`src/rtl/right_shift_register_if.sv`:
```
// Operand bus of the shift register: enable/mode/load data in, register contents out.
// Latency: none (the bundle only groups the wires).
// Backpressure: none; the register accepts an operation on every enabled edge.
interface right_shift_register_if #(
    parameter int WIDTH = 16
);
    logic             enable;
    logic             mode;
    logic [WIDTH-1:0] in;
    logic [WIDTH-1:0] out;

    // Controller side: it drives the operation and observes the register.
    modport master (
        output enable,
        output mode,
        output in,
        input  out
    );

    // Register side: it consumes the operation and presents its contents.
    modport slave (
        input  enable,
        input  mode,
        input  in,
        output out
    );
endinterface

```
`src/rtl/right_shift_register.sv`:
```
// Parallel-load / arithmetic-right-shift register for the signed multiplier datapath.
// Latency: a load or shift appears on out one cycle after the enabling edge.
// Backpressure: none; enable=0 simply holds the current contents.
module right_shift_register #(
    parameter int WIDTH = 16
) (
    input  logic                  clk,
    input  logic                  reset,
    right_shift_register_if.slave bus
);

    // The initializer gives a known zero contents before the first reset.
    logic [WIDTH-1:0] r_q = '0;
    logic [WIDTH-1:0] r_d;

    // Next-state select. Enable is checked before mode so an unknown mode while
    // idle can never reach the register.
    always_comb begin
        r_d = r_q;
        if (bus.enable) begin
            if (bus.mode) begin
                r_d = bus.in;
            end else begin
                // Sign-preserving shift; the LSB falls off the end.
                r_d = {r_q[WIDTH-1], r_q[WIDTH-1:1]};
            end
        end
    end

    // Register update; synchronous reset overrides any requested operation.
    always_ff @(posedge clk) begin
        if (reset) begin
            r_q <= '0;
        end else begin
            r_q <= r_d;
        end
    end

    // Output comes straight from the flops, no combinational path from inputs.
    assign bus.out = r_q;

endmodule

```
`src/flat_wrapper.sv`:
```
// flat-port wrapper written by rule: the top's interface ports become plain ports
module right_shift_register_flat 
#(
    parameter int WIDTH = 16
)
  (clk, reset, bus_enable, bus_mode, bus_in, bus_out);
  right_shift_register_if #(.WIDTH(WIDTH)) bus_i ();
  input  logic clk;
  input  logic reset;
  input wire logic [$bits(bus_i.enable)-1:0] bus_enable;
  input wire logic [$bits(bus_i.mode)-1:0] bus_mode;
  input wire logic [$bits(bus_i.in)-1:0] bus_in;
  output wire logic [$bits(bus_i.out)-1:0] bus_out;
  assign bus_i.enable = bus_enable;
  assign bus_i.mode = bus_mode;
  assign bus_i.in = bus_in;
  assign bus_out = bus_i.out;
  right_shift_register #(.WIDTH(WIDTH)) u_core (.clk(clk), .reset(reset), .bus(bus_i));
endmodule
```
`config.mk`:
```
export PLATFORM = sky130hd
export DESIGN_NAME = right_shift_register_flat
export DESIGN_NICKNAME = d
export VERILOG_FILES = /design/src/rtl/right_shift_register_if.sv /design/src/rtl/right_shift_register.sv /design/src/flat_wrapper.sv
export SDC_FILE = /design/constraint.sdc
export NUM_CORES = 1
export LEC_CHECK = 0
export CAP_MARGIN = 20
export CORE_MARGIN = 3
export CORE_UTILIZATION = 38
export DETAILED_ROUTE_END_ITERATION = 16
export PLACE_DENSITY_LB_ADDON = 0.08
export REMOVE_ABC_BUFFERS = 1
export SLEW_MARGIN = 20
export SYNTH_ARGS = -nofsm -noshare
export SYNTH_HDL_FRONTEND = slang
export SYNTH_SLANG_ARGS = --single-unit
```
`constraint.sdc`:
```
create_clock -name clk -period 1.15 [get_ports clk]
set_clock_uncertainty 0.15 [all_clocks]
set_input_delay 0.23 -clock clk [delete_from_list [all_inputs] [get_ports clk]]
set_output_delay 0.23 -clock clk [all_outputs]
set_load 0.02 [all_outputs]
```
==> flow_summary_export.csv <==
group,metric,value,unit
logic_synthesis,syn_area_per_cell,10.04,sq um
cts,cts_buffer_depth,2,
placed_design,hpwl,1140,um
finish,largest_reg_flops,16,
floorplan,io_pins,36,
run,maxCapViolations,0,
routing,drt-initial-drc-count,11,
finish,diodes,0,
global_route,grt_max_degree,17,
placed_design,dp_cells,140,
routing,met3_length,147,um
timing,tightest_slew,0.2453,ns
routing,routed.top_layer,"met4",
routing,ant_nets,0,
global_route,grt_overflow_total,0,
cts,cts_hold_buf,0,
floorplan,rows,15,
logic_synthesis,syn_area,713.2,sq um
cts,cts_buffers,3,
cts,cts_tree,"built",
worst_hold_path,hold_path_class,"input port to register",
setup_path,cp_slowest_stage_delay,0.36,ns
finish,syn_to_final_growth,93.51,%
logic_synthesis,ys_ff_latch,16,
timing,rsz0062_at_grt,"true",
pwr,powerDensity,1057,nW/um^2
timing,drv_slew,0,
setup_path,cp.required,0.77,ns
routing,wl_met1,926,um
cts,cts_root_buf,"clkbuf_4",
cts,cts_sinks,16,
setup_path,rrSetupSlack,0.02,ns
routing,wl_per_cell,13.97,um
routing,wl_met2,1010,um
floorplan,die_w,49.32,um
pwr,power,0.001459,W
setup_path,crit_arrival,0.77,ns
cts,clk_pin_slew,0.10,ns
setup_path,cp.buffers_inverters,1,
placed_design,numPortBuffers,35,
placed_design,dpl_worst_slack,-0.3696,ns
pwr,p_int,0.001067,W
logic_synthesis,syn_inst,71,
finish,layout-drive-gt1-share,0.4841,
routing,via_per_inst,5.020,
setup_path,crit_family,"flip-flops",
global_route,antenna_found_initial,0,
global_route,track_usage,0.1813,
finish,nets,147,
outcome,outcome,"completed",
timing,worst_slack,0.002231,ns
setup_path,worstSetupEndpointType,"primary output",
timing,post-route-period-util,0.9981,
finish,layout_commonest_cell,"buf_4",
placed_design,gp_congestion,0.6600,
setup_path,start_kind,"register",
pwr,p_leak,0.6299,nW
global_route,grt_pass1_wl,3277,um
pwr,ir_drop,0.0006962,V
finish,finalNonFillerCells,151,
logic_synthesis,yosysSeqAreaShare,0.4491,
floorplan,core_area,1745,sq um
finish,fin_util,0.7907,
timing,maxSlewHeadroom,0.8355,
cts,insertion_delay,0.29,ns
floorplan,die_area,2432,sq um
setup_path,path_cells,"buf_6",
cts,cts_max_level,1,
timing,fin_crit,1.148,ns
logic_synthesis,yosysUniqueCellTypes,11,
global_route,grt_pass1_vias,686,
timing,final-setup-viol-count,0,
pwr,p_sw_frac,0.2688,
pwr,p_seq_frac,0.431,
timing,hold_viol_final,0,
setup_path,crit_fanout,2,
timing,max_clock_freq,0.8713,GHz
setup_path,crit_type,"register to primary output",
routing,drt_first_pass_iters,5,
floorplan,die_y,49.32,um
floorplan,start_util,0.4086,
pwr,clockPowerShare,0.262,
logic_synthesis,ys_warn_count,0,
routing,via_count,758,
pwr,p_comb_frac,0.306,
routing,wl,2110,um
finish,layout_common_cells,"buf_4 (18), clkdlybuf4s50_1 (17), buf_6 (16), dfxtp_2 (16)",
setup_path,crit_slowest_cell,"dfxtp_2",
routing,drcViolationCount,0,
pwr,switching_power,0.0003921,W
==> synthesized netlist by cell type <==
cell type	n	area [sq um]
buf_6	1	11.26
nor2_1	15	56.30
dfxtp_1	16	320.3
a21oi_1	1	5.000
a211oi_1	15	112.6
a21bo_2	1	10.01
clkbuf_1	2	7.510
buf_2	3	15.01
buf_12	1	20.02
mux2i_1	15	150.1
nand3_1	1	5.000
==> kinds of logic after synthesis <==
logic type	count (synthesis)	share of synthesized area
buffers and inverters	7	0.07544
and+or+nand+nor	16	0.08595
muxes	15	0.2105
AOI/OAI and AO/OA	17	0.1789
DFF	16	0.4491
==> stage by stage <==
stage | area, sq um | setup TNS (ns) | hold WS (ns)
after floorplan | 659.4 | 0 | 0.1491
after global placement | 1199 | -7.352 | 0.3215
after detailed placement | 1199 | -7.638 | 0.3257
after CTS | 1353 | -0.01600 | 0.3449
after global routing | 1380 | -0.2153 | 0.3793
final | 1380 | 0 | 0.3591
==> power by group through the flow <==
stage,Combinational [W],Clock (W),Sequential (W)
finish,0.000447,0.000382,0.000629
global route,0.000475,0.000412,0.000634
CTS,0.000429,0.000395,0.000630
detailed placement,0.000381,0,0.000627
global placement,0.000378,0,0.000626
floorplan,0.0000751,0,0.000679
==> final cells by class <==
class / instances / area (sq um)
sequential: 16 / 340.3
multi-input combinational: 48 / 344.1
fill: 121 / 365.4
clock buffer: 4 / 36.28
timing repair buffer: 58 / 628.1
tap: 25 / 31.28
==> per-layer routing <==
| metal | track usage | vias up |
|---|---|---|
| met2 | 0.2790 | 27 |
| met3 | 0.07034 | 5 |
| met4 | 0.05687 | 0 |
| met1 | 0.2308 | 356 |
| met5 | 0 | - |
| li1 | - | 370 |
==> path summary, 6_finish.rpt <==
kind / from / cells past startpoint / end
worst max-delay path: u_core.bus.out[13] / 1 / bus_out[13]
worst min-delay path: bus_in[15] / 3 / u_core.bus.out[15]
worst min register to register: u_core.bus.out[14] / 3 / u_core.bus.out[14]
worst max register to register: u_core.bus.out[8] / 4 / u_core.bus.out[7]
==> timing repair <==
| item | in CTS | in global routing |
|---|---|---|
| endpoints found under the hold margin | 0 | 0 |
| cloned | 2 | 0 |
| resized for setup | 114 | 1 |
| endpoints found under the setup margin | 30 | 17 |
| pin swaps | 0 | 1 |
| buffers inserted | 2 | 3 |
Note: power is estimated with default switching activity, not from simulation.
